[src/rtl/mgmt_rx_mac_filter_pkg.sv]
// Shared types for the management RX destination-MAC filter: bus encoding,
// MAC address helpers and the filter state enumeration.
package mgmt_rx_mac_filter_pkg;

  typedef logic [47:0] mac_addr_t;

  localparam mac_addr_t MAC_BROADCAST = 48'hFFFF_FFFF_FFFF;

  typedef struct packed {
    logic        start;
    logic        data_valid;
    logic [31:0] data;
    logic [2:0]  bytes_valid;
    logic        commit;
    logic        drop;
  } EthernetRxBus;

  typedef enum logic [1:0] {
    FILT_IDLE    = 2'd0,
    FILT_HDR     = 2'd1,
    FILT_FWD     = 2'd2,
    FILT_DISCARD = 2'd3
  } mgmt_rx_filt_state_t;

  // Group (multicast) bit is the LSB of the first byte on the wire.
  function automatic logic mac_is_group(input mac_addr_t addr);
    return addr[40];
  endfunction

endpackage

[src/rtl/mgmt_rx_delay_line.sv]
// Two-stage EthernetRxBus pipeline; the last stage is masked by gate_i and a
// one-cycle-registered drop can be injected onto the output.
module mgmt_rx_delay_line
  import mgmt_rx_mac_filter_pkg::*;
(
  input  logic         clk,
  input  logic         rst_n,
  input  EthernetRxBus bus_i,
  input  logic         gate_i,
  input  logic         inject_drop_i,
  output EthernetRxBus bus_o
);

  EthernetRxBus p0_q;
  EthernetRxBus p1_q;
  logic         inj_q;

  always_ff @(posedge clk or negedge rst_n) begin
    if (!rst_n) begin
      p0_q  <= '0;
      p1_q  <= '0;
      inj_q <= 1'b0;
    end else begin
      p0_q  <= bus_i;
      p1_q  <= p0_q;
      inj_q <= inject_drop_i;
    end
  end

  always_comb begin
    bus_o      = gate_i ? p1_q : '0;
    bus_o.drop = bus_o.drop | inj_q;
  end

endmodule

[src/rtl/mgmt_rx_mac_filter.sv]
// Destination-MAC filter between the management RX MAC and the RX frame FIFO.
// Define MGMT_RX_MULTICAST_EN to also accept group-addressed destinations.
module mgmt_rx_mac_filter
  import mgmt_rx_mac_filter_pkg::*;
#(
  parameter int COUNT_WIDTH = 16
) (
  input  logic                   clk,
  input  logic                   rst_n,
  input  mac_addr_t              our_mac,
  input  logic                   promisc_en,
  input  EthernetRxBus           rx_bus_in,
  output EthernetRxBus           rx_bus_out,
  output logic [COUNT_WIDTH-1:0] accept_count,
  output logic [COUNT_WIDTH-1:0] drop_count,
  input  logic                   counters_clear
);

  mgmt_rx_filt_state_t    state_q, state_d;
  logic [31:0]            w0_q, w0_d;
  logic                   w0_vld_q, w0_vld_d;
  logic                   keep_p0_q, keep_p0_d, keep_p1_q, keep_p1_d;
  logic                   hdr_p0_q, hdr_p0_d, hdr_p1_q, hdr_p1_d;
  logic [COUNT_WIDTH-1:0] acc_cnt_q, acc_cnt_d, drp_cnt_q, drp_cnt_d;

  mac_addr_t dest;
  logic      start_in, end_in, mcast_ok, dest_ok;
  logic      decide, accept_now, runt, hdr_clr;
  logic      keep_in, hdr_in, gate, inject_drop;
  logic      acc_inc, drp_inc;

  function automatic logic [COUNT_WIDTH-1:0] sat_inc(input logic [COUNT_WIDTH-1:0] v);
    return (&v) ? v : v + {{(COUNT_WIDTH-1){1'b0}}, 1'b1};
  endfunction

  // The decision uses the live word 1, so an accepted header's start can
  // leave the delay line in the same cycle without extra latency.
  always_comb begin
    start_in = rx_bus_in.start;
    end_in   = rx_bus_in.commit | rx_bus_in.drop;
    dest     = {w0_q, rx_bus_in.data[31:16]};
`ifdef MGMT_RX_MULTICAST_EN
    mcast_ok = mac_is_group(dest);
`else
    mcast_ok = 1'b0;
`endif
    dest_ok    = promisc_en | (dest == our_mac) | (dest == MAC_BROADCAST) | mcast_ok;
    decide     = (state_q == FILT_HDR) & w0_vld_q & rx_bus_in.data_valid & ~start_in & ~end_in;
    accept_now = decide & dest_ok;
    runt       = (state_q == FILT_HDR) & ~start_in & end_in;
  end

  always_comb begin
    state_d     = state_q;
    w0_d        = w0_q;
    w0_vld_d    = w0_vld_q;
    inject_drop = 1'b0;
    acc_inc     = 1'b0;
    drp_inc     = 1'b0;
    if (start_in) begin
      state_d     = FILT_HDR;
      w0_vld_d    = 1'b0;
      inject_drop = (state_q == FILT_FWD);
    end else begin
      case (state_q)
        FILT_HDR: begin
          if (runt) begin
            state_d = FILT_IDLE;
            drp_inc = 1'b1;
          end else if (decide) begin
            state_d = dest_ok ? FILT_FWD : FILT_DISCARD;
            drp_inc = ~dest_ok;
          end else if (rx_bus_in.data_valid && !w0_vld_q) begin
            w0_d     = rx_bus_in.data;
            w0_vld_d = 1'b1;
          end
        end
        FILT_FWD: begin
          if (end_in) begin
            state_d = FILT_IDLE;
            acc_inc = rx_bus_in.commit;
          end
        end
        FILT_DISCARD: begin
          if (end_in) state_d = FILT_IDLE;
        end
        default: state_d = state_q;
      endcase
    end
  end

  // Each delay-line slot carries a keep tag (forward it) and a hdr tag
  // (belongs to an undecided header, released only by an accept).
  always_comb begin
    hdr_clr   = decide | runt | start_in;
    keep_in   = ((state_q == FILT_FWD) & ~start_in) | accept_now;
    hdr_in    = start_in | ((state_q == FILT_HDR) & ~decide & ~end_in);
    keep_p0_d = keep_in;
    hdr_p0_d  = hdr_in & ~keep_in;
    keep_p1_d = keep_p0_q | (hdr_p0_q & accept_now);
    hdr_p1_d  = hdr_p0_q & ~hdr_clr;
    gate      = keep_p1_q | (hdr_p1_q & accept_now);
  end

  always_comb begin
    acc_cnt_d = acc_cnt_q;
    drp_cnt_d = drp_cnt_q;
    if (counters_clear) begin
      acc_cnt_d = '0;
      drp_cnt_d = '0;
    end else begin
      if (acc_inc) acc_cnt_d = sat_inc(acc_cnt_q);
      if (drp_inc) drp_cnt_d = sat_inc(drp_cnt_q);
    end
  end

  always_ff @(posedge clk or negedge rst_n) begin
    if (!rst_n) begin
      state_q   <= FILT_IDLE;
      w0_q      <= '0;
      w0_vld_q  <= 1'b0;
      keep_p0_q <= 1'b0;
      keep_p1_q <= 1'b0;
      hdr_p0_q  <= 1'b0;
      hdr_p1_q  <= 1'b0;
      acc_cnt_q <= '0;
      drp_cnt_q <= '0;
    end else begin
      state_q   <= state_d;
      w0_q      <= w0_d;
      w0_vld_q  <= w0_vld_d;
      keep_p0_q <= keep_p0_d;
      keep_p1_q <= keep_p1_d;
      hdr_p0_q  <= hdr_p0_d;
      hdr_p1_q  <= hdr_p1_d;
      acc_cnt_q <= acc_cnt_d;
      drp_cnt_q <= drp_cnt_d;
    end
  end

  assign accept_count = acc_cnt_q;
  assign drop_count   = drp_cnt_q;

  mgmt_rx_delay_line u_delay (
    .clk           (clk),
    .rst_n         (rst_n),
    .bus_i         (rx_bus_in),
    .gate_i        (gate),
    .inject_drop_i (inject_drop),
    .bus_o         (rx_bus_out)
  );

endmodule

[config.mk]
export PLATFORM = sky130hd
export DESIGN_NAME = mgmt_rx_mac_filter
export DESIGN_NICKNAME = d
export VERILOG_FILES = /design/src/rtl/mgmt_rx_mac_filter_pkg.sv /design/src/rtl/mgmt_rx_delay_line.sv /design/src/rtl/mgmt_rx_mac_filter.sv
export SDC_FILE = /design/constraint.sdc
export NUM_CORES = 1
export LEC_CHECK = 0
export ABC_AREA = 1
export CAP_MARGIN = 20
export CORE_UTILIZATION = 45
export DETAILED_ROUTE_END_ITERATION = 6
export HOLD_SLACK_MARGIN = 0.1
export PLACE_DENSITY = 0.73
export SLEW_MARGIN = 20
export SYNTH_ARGS = -nofsm -noshare
export SYNTH_HDL_FRONTEND = slang
export SYNTH_SLANG_ARGS = --single-unit
[constraint.sdc]
create_clock -name clk -period 5.7 [get_ports clk]
set_input_delay 1.425 -clock clk [delete_from_list [all_inputs] [get_ports clk]]
set_output_delay 1.425 -clock clk [all_outputs]
set_load 0.01 [all_outputs]
==> Word level (Yosys, flattened, before mapping) <==
Cells that the tools add are included.
{ "totals": {"ff_bits": 150, "input_bits": 91, "out_inout_bits": 71, "wordCells": 107} }
{ "classes": {"n_addsub": 2, "n_eq_ne": 11, "n_mux": 26, "bitwise_logic": 31, "n_reduce_logical": 15} }
{ "ops": {"columns": ["cell", "count"], "rows": [
  ["$mux W16", 6],
  ["$eq A48 B48 Y1", 1],
  ["$eq A48 B48 Y1 const B", 1],
  ["$mux W39", 1],
  ["$add A16 B1 Y16 const B", 2],
  ["$reduce_and A16 Y1", 2],
  ["$and A1 B1 Y1", 14],
  ["$mux W1", 14],
  ["$or A1 B1 Y1", 10],
  ["$mux W2", 4],
  ["$ne A2 B2 Y1 const B", 4],
  ["$reduce_bool A2 Y1", 4],
  ["$not A1 Y1", 7],
  ["$reduce_and A5 Y1", 1],
  ["$eq A2 B2 Y1 const B", 2],
  ["$ne A4 B4 Y1 const B", 1],
  ["$pmux W2 S2", 1],
  ["$reduce_and A2 Y1", 2],
  ["$reduce_and A4 Y1", 1],
  ["$ne A3 B1 Y1 const B", 1],
  ["$reduce_and A3 Y1", 1],
  ["$reduce_bool A3 Y1", 1],
  ["$eq A2 B1 Y1 const B", 1],
  ["$reduce_or A2 Y1", 1],
  ["2 further kinds", 2]
]} }

==> Longest topological paths before layout <==
Gate-level depths: netlist (run 1).
{ "logic_depth": {"ltp_word": 11, "mapped_depth": 16, "depth_no_buf": 14} }

==> Hierarchy <==
From an unflattened synthesis (run 1), not the netlist that was laid out.
{ "hier_totals": {"hier_cells": 746, "area_unflattened_um2": 6710.2} }
{ "modules_own_cells": {"columns": ["mod", "instances", "cells_per_inst", "area_each_um2", "seq_area_each_um2"], "rows": [
  ["mgmt_rx_mac_filter", 1, 584, 4408.0, 1776.7],
  ["mgmt_rx_delay_line", 1, 162, 2302.2, 1976.9]
]} }

==> Least setup slack after synthesis (run 1) <==
No wires, ideal clock.
{ "synth_timing": {"kind": "in2out", "start": "input port rx_bus_in[23] in the netlist's numbering", "end": "output port rx_bus_out[18] in the netlist's numbering", "arrival_ps": 2609, "t_required_ps": 4275, "setup_slack_ps": 1666, "path_stages": 14, "n_path_buf": 2, "path_cell_list": "inv_1 nor3_1 nand2_1 nor2_1 nand3_1 nand2_1 inv_1 nand2_2 nand3_2 nand2_2 inv_2 buf_6 buf_6 nor2_1"} }
{ "synth_rtl": {"columns": ["element", "line_no", "text"], "rows": [
  ["start, declared", "mgmt_rx_mac_filter.sv:12", "input EthernetRxBus rx_bus_in,"],
  ["end, declared", "mgmt_rx_mac_filter.sv:13", "output EthernetRxBus rx_bus_out,"]
]} }

==> out/summary.txt, run 1 <==
Die X-Extent = 125 um
Routed Wire Length = 16100 um
CP max FO = 35
num rows = 44
CTS sink cnt = 150
Initial Utilization = 46.6%
DR DRC count = 11
Final Hold Vio Count = 0
DIE AREA = 0.0157 sq mm
Clock Tree Root = clkbuf_16
worst slew pin tran = 0.696 ns
CTS max path bufs = 2
layout cells sized above 1 = 6.99%
LEAKAGE = 4.35 nW
Yosys warnings = 0
Pins Over Slew Limit = 0
Tcrit/Tclk final = 95.2%
Worst Setup Path Type = in2out
clk_lat worst skew = 0.43 ns
ANT nets after route = 0
hold wc startpoint = u_delay.p0_q[17]
Synth top area share = 54.8%
post-synth top area cell = dfrtp_1
final worst path period need = 5.42 ns
vias per cell = 4.77
synthesized flop and latch total = 150
Max-slew headroom = 53.6%
P_sw = 0.000777 W
initial DRC count = 392
cts repair resizes = 0
global-route wire length before repair = 26400 um
post-DP HPWL = 11900 um
hold_buf cts = 0
number of endpoints failing setup at the final stage = 0
final setup TNS = 0 ns
top_reg_cell synth = dfrtp_1
DP Area = 0.00863 sq mm
maximum clock frequency = 184 MHz
Req. time, crit path = 4.28 ns
H-tree levels = 4
Crit. End Element = primary output
Worst Reg-to-Reg Cells = 9
Post-synth EDFFs = 0
RSZ-0062 raised after global routing = false
port buffer count = 161
failing checks = design-rule violations
Ports = 162
syn_nets = 871
routed wire length per instance = 14.1 um
most frequent cells in the layout = nand2_1, clkdlybuf4s50_1, dfrtp_1
Power Density = 304 mW/mm^2
critical-path cell list = clkdlybuf4s50_1 > xnor2_1 > nand2_1 > nor2_1 > nand2_1 > nor2_1 > nand3_1 > nand2_2 > nand3_2 > nand2_2 > inv_2 > buf_12 > nor2_1 > clkdlybuf4s50_1
gr usage total = 22.0%
Seq/Total Area, Yosys = 54.8%
Layout Area Growth over Synthesis = 34.7%
DIE HEIGHT = 125 um
largest net degree at the start of global routing = 58
Largest stage delay, worst path = 0.65 ns
total power draw = 0.00280 W
commonest non-fill, non-tap cell in the layout = nand2_1
top post-synthesis cells by area = dfrtp_1, nand2_1, inv_1, xnor2_1, nor2_1
core area = 0.0147 sq mm
Worst path slowest cell = clkdlybuf4s50_1
Clk pwr share = 39.4%
CTS buffer count = 17
Sw Ratio = 27.7%
outcome = complete, but fails checks
worst r2r src = drop_count[0]
R2R Path End = drop_count[11]
Max rail drop VDD = 214 uV
startpoint types = input pin
clock slew at reported path FFs = 0.06 ns
Mean Syn Cell Area = 8.81 sq um
Hold Crit Class = reg2reg
Max Clock Skew = 0.00991 ns
Gate power share = 14.9%
Worst Hold End = u_delay.p1_q[17]
number of max-cap violations = 0
CTS tree = yes
Distinct cells, synth = 38
vias = 5449
antenna violations before repair = 1
internal reg-to-reg setup slack = 3.58 ns
Async SR Flop Fraction = 100%
Mapped Area = 0.00685 sq mm
cell-internal power = 0.00203 W
Mapped Cells = 778
CP arrival = 4.00 ns
Design Area, Final = 0.00923 sq mm
Post-CTS Setup Bufs = 0
fin nets = 1038
total gr overflow = 0
cell mode on critical path = nor2_1
WHS Path Cells = 0
Final Wtd Congestion = 0.904
first drt pass iteration count = 7
vias in the first global route = 5276
Reg power frac = 45.7%
Fillers = 1257
flip-flops by register name (all words and copies together) (netlist names):
register	cells
accept_count	16
u_delay.p1_q	39
w0_q	32
hdr_p0_q	1
u_delay.p0_q	39
keep_p0_q	1
w0_vld_q	1
drop_count	16
state_q	2
u_delay.inj_q	1
hdr_p1_q	1
keep_p1_q	1
metal layers:
layer  vias to the layer above  wire length [um]  GRT usage (%)
li1                       2739                 -              -
met1                      2508              7200           28.3
met2                       184              7570           35.4
met3                        18              1010           5.91
met4                         0               276           8.68
met5                         -                 0              0
how the worst max path moves through the flow:
stage / from / to / slack [ns] / cells past startpoint
after global placement: rx_bus_in[31] / rx_bus_out[5] / 0.35 / 14
after CTS: rx_bus_in[30] / rx_bus_out[23] / 0.25 / 14
final: rx_bus_in[29] / rx_bus_out[23] / 0.28 / 14
after detailed placement: rx_bus_in[30] / rx_bus_out[23] / 0.26 / 14
after global routing: rx_bus_in[29] / rx_bus_out[20] / 0.11 / 15
after floorplan: rx_bus_in[23] / rx_bus_out[18] / 1.67 / 14
metrics by stage:
step	hold slack, ns	std cells	util, %	setup slack (ns)
3_3_place_gp	0.331	1109	58.7	0.350
5_1_grt	0.352	1143	62.8	0.106
4_1_cts	0.347	1141	62.6	0.248
3_5_place_dp	0.335	1109	58.7	0.264
6_report	0.342	1143	62.8	0.275
2_1_floorplan	0.331	778	-	1.67
Yosys cell counts (2+ instances only):
master	instances
nor2_4	11
nand2_1	178
nand4_1	23
clkbuf_1	8
or2_1	2
nand2_2	4
ha_1	2
dfrtp_1	150
nor2_2	3
o21ai_0	31
nand3_1	29
nor4_4	2
a31oi_1	2
inv_1	138
xor2_1	13
nor4_1	4
inv_2	3
nor2_1	73
o31ai_1	5
xnor2_1	37
nor3_1	19
buf_2	4
a21oi_1	18
buf_6	3
buf_4	3
worst max-delay path, delay by kind of cell:
family,cells,cell delay (ns)
and+or+nand+nor,9,0.92
xor gates and xnor gates,1,0.17
buffers and inverters,4,1.46
power groups by stage:
stage / clock network [W] / logic (W) / registers (W)
2_1_floorplan: 0 / 0.000257 / 0.00127
3_3_place_gp: 0 / 0.000411 / 0.00129
3_5_place_dp: 0 / 0.000418 / 0.00130
4_1_cts: 0.00112 / 0.000420 / 0.00128
5_1_grt: 0.00117 / 0.000473 / 0.00129
6_report: 0.00110 / 0.000417 / 0.00128
area by class of cell:
class	instances	area [sq um]	share of cell area (%)
clock inverter	14	153	1.65
tap	184	230	2.50
inverter	141	529	5.74
clock buffer	18	429	4.65
sequential	150	3750	40.7
antenna	1	2.50	0.0271
timing repair buffer	168	1690	18.3
multi-input combinational	467	2440	26.5
logic make-up (layout without fill, tap and decap cells):
group	Yosys count	count (layout)	synth area share [%]
flops	150	150	54.8
buf+inv	161	341	9.55
xor+xnor	50	50	6.39
compound gates	62	62	5.26
fa+ha+maj	2	2	0.365
other cells	0	1	0
simple gates	353	353	23.6
Note: power is estimated with default switching activity, not from simulation.
==> run 2: changes to the inputs <==
--- a/config.mk
+++ b/config.mk
@@ -10,8 +10,8 @@
 export CORE_UTILIZATION = 45
 export DETAILED_ROUTE_END_ITERATION = 6
 export HOLD_SLACK_MARGIN = 0.1
-export PLACE_DENSITY = 0.73
-export SLEW_MARGIN = 20
+export PLACE_DENSITY = 0.78
+export SLEW_MARGIN = 0
 export SYNTH_ARGS = -nofsm -noshare
 export SYNTH_HDL_FRONTEND = slang
 export SYNTH_SLANG_ARGS = --single-unit
==> run 2 against run 1 <==
Effect of this change:
- flip-flop and latch count is the same
- clock skew fell by 0.0032 ns
- power fell by 0.16%
- worst hold slack better by 0.0046 ns
- largest power group unchanged
- the flow still finishes with violations (design-rule violations)
- critical path depth stayed put
- fmax shrank 0.88%
- design area grew 0.43%
- largest cell class unchanged
- final cell count barely moved
- global-route usage decreased by 0.25 points
- clock power is essentially flat
- routed wire length fell by 0.90%
- non-clock buffer count unchanged
==> out/summary.txt, run 2 (synthesis results as in run 1) <==
ANT nets after route = 0 (unchanged)
Ports = 162 (unchanged)
DR DRC count = 9 (was 11)
gr usage total = 21.7% (was 22.0%)
fin nets = 1038 (unchanged)
total power draw = 0.00280 W (about the same)
post-DP HPWL = 11700 um (was 11900 um)
cts repair resizes = 0 (unchanged)
Req. time, crit path = 4.28 ns (about the same)
maximum clock frequency = 183 MHz (was 184 MHz)
Largest stage delay, worst path = 0.63 ns (was 0.65 ns)
total gr overflow = 0 (unchanged)
Worst Hold End = u_delay.p1_q[0] (was u_delay.p1_q[17])
Sw Ratio = 28.5% (was 27.7%)
DIE AREA = 0.0157 sq mm (unchanged)
global-route wire length before repair = 26400 um (about the same)
Tcrit/Tclk final = 96.0% (was 95.2%)
startpoint types = input pin (unchanged)
Clock Tree Root = clkbuf_16 (unchanged)
registers with the most flip-flops = u_delay.p0_q (39), u_delay.p1_q (39), w0_q (32) (unchanged)
antenna violations before repair = 0 (was 1)
cell-internal power = 0.00200 W (was 0.00203 W)
Post-CTS Setup Bufs = 0 (unchanged)
port buffer count = 161 (unchanged)
most frequent cells in the layout = nand2_1, clkdlybuf4s50_1, dfrtp_1 (unchanged)
Gate power share = 15.1% (was 14.9%)
CTS buffer count = 17 (unchanged)
final setup TNS = 0 ns (unchanged)
vias = 5483 (was 5449)
failing checks = design-rule violations (unchanged)
Layout Area Growth over Synthesis = 35.3% (was 34.7%)
commonest non-fill, non-tap cell in the layout = nand2_1 (unchanged)
number of endpoints failing setup at the final stage = 0 (unchanged)
vias per cell = 4.80 (was 4.77)
H-tree levels = 4 (unchanged)
clock slew at reported path FFs = 0.07 ns (was 0.06 ns)
cell mode on critical path = nor2_1 (unchanged)
RSZ-0062 raised after global routing = false (unchanged)
num rows = 44 (unchanged)
Power Density = 302 mW/mm^2 (was 304 mW/mm^2)
Final Wtd Congestion = 0.882 (was 0.904)
P_sw = 0.000798 W (was 0.000777 W)
core area = 0.0147 sq mm (unchanged)
DIE HEIGHT = 125 um (unchanged)
internal reg-to-reg setup slack = 3.55 ns (was 3.58 ns)
worst r2r src = drop_count[0] (unchanged)
hold_buf cts = 0 (unchanged)
Reg power frac = 45.7% (about the same)
Diodes inserted = 0 (was 1)
Hold Crit Class = reg2reg (unchanged)
LEAKAGE = 4.37 nW (was 4.35 nW)
WHS Path Cells = 0 (unchanged)
Min Hold Slack = 0.346 ns (was 0.342 ns)
layout cells sized above 1 = 7.10% (was 6.99%)
Crit. End Element = primary output (unchanged)
Worst path slowest cell = clkdlybuf4s50_1 (unchanged)
outcome = complete, but fails checks (unchanged)
vias in the first global route = 5411 (was 5276)
CTS tree = yes (unchanged)
Routed Wire Length = 15900 um (was 16100 um)
CP max FO = 23 (was 35)
Pins Over Slew Limit = 0 (unchanged)
final worst path period need = 5.47 ns (was 5.42 ns)
worst slew pin tran = 0.572 ns (was 0.696 ns)
Max rail drop VDD = 196 uV (was 214 uV)
routed wire length per instance = 13.9 um (was 14.1 um)
Max Clock Skew = 0.00673 ns (was 0.00991 ns)
Final Hold Vio Count = 0 (unchanged)
R2R Path End = drop_count[14] (was drop_count[11])
CTS sink cnt = 150 (unchanged)
Die X-Extent = 125 um (unchanged)
largest net degree at the start of global routing = 116 (was 58)
Worst Setup Path Type = in2out (unchanged)
CP arrival = 4.05 ns (was 4.00 ns)
Worst Reg-to-Reg Cells = 9 (unchanged)
clk_lat worst skew = 0.42 ns (was 0.43 ns)
hold wc startpoint = u_delay.p0_q[0] (was u_delay.p0_q[17])
critical-path cell list = clkdlybuf4s50_1 > xnor2_1 > nand2_1 > nor2_1 > nand2_1 > nor2_1 > nand3_1 > nand2_2 > nand3_2 > nand2_2 > inv_2 > buf_12 > nor2_1 > clkdlybuf4s50_1 (unchanged)
first drt pass iteration count = 7 (unchanged)
Clk pwr share = 39.2% (was 39.4%)
Initial Utilization = 46.6% (unchanged)
CTS max path bufs = 2 (unchanged)
initial DRC count = 384 (was 392)
number of max-cap violations = 0 (unchanged)
Max-slew headroom = 61.8% (was 53.6%)
==> run 2: changes by cell type in the layout (fill, tap and decap cells not counted), sizes merged <==
cell / delta
clkinv: -1
clkbuf: -1
bufinv: -1
clkinvlp: -1
diode: -1
inv: +4
==> run 2: cell type report <==
cell class	instances	area, sq um
clock inverters	15	166
flip-flops and latches	150	3750
clock buffers	17	425
multi-input cells	467	2440
well taps	184	230
repair buffers	168	1720
inverters	141	529
fillers	1244	5430
==> run 2: worst max-delay path by stage <==
stage / from / to / slack (ns) / cells after the start
3_3_place_gp: rx_bus_in[30] / rx_bus_out[31] / 0.26 / 14
3_5_place_dp: rx_bus_in[30] / rx_bus_out[30] / 0.21 / 14
6_report: rx_bus_in[30] / rx_bus_out[5] / 0.23 / 14
2_1_floorplan: rx_bus_in[23] / rx_bus_out[18] / 1.67 / 14
5_1_grt: rx_bus_in[30] / rx_bus_out[4] / 0.03 / 14
4_1_cts: rx_bus_in[30] / rx_bus_out[30] / 0.21 / 14
==> run 2: worst max-delay path: cells and delay by family <==
kind	cells	cell delay, ns
xor gates and xnor gates	1	0.15
and+or+nand+nor	9	0.93
buffers and inverters	4	1.53
==> run 2: power groups by stage <==
stage	Clock, W	Combinational, W	Sequential (W)
6_report	0.00110	0.000423	0.00128
5_1_grt	0.00116	0.000480	0.00129
4_1_cts	0.00112	0.000423	0.00128
3_5_place_dp	0	0.000420	0.00129
3_3_place_gp	0	0.000408	0.00129
2_1_floorplan	0	0.000257	0.00127
==> run 2: through the flow <==
stage	cell area, sq um	setup slack [ns]	std cells	utilization, %
6_report	9270	0.228	1142	63.0
3_5_place_dp	8620	0.215	1108	58.6
3_3_place_gp	8620	0.258	1108	58.6
4_1_cts	9210	0.214	1140	62.7
2_1_floorplan	6850	1.67	778	-
5_1_grt	9270	0.0341	1142	63.0
==> run 2: metal layers <==
metal  vias to the layer above  global-route usage (%)  share of wire, %
met4                         0                    9.54               2.6
met1                      2529                    27.8                44
met2                       193                    34.9                47
met5                         -                       0                 0
met3                        34                    5.86               6.7
li1                       2727                       -                 -
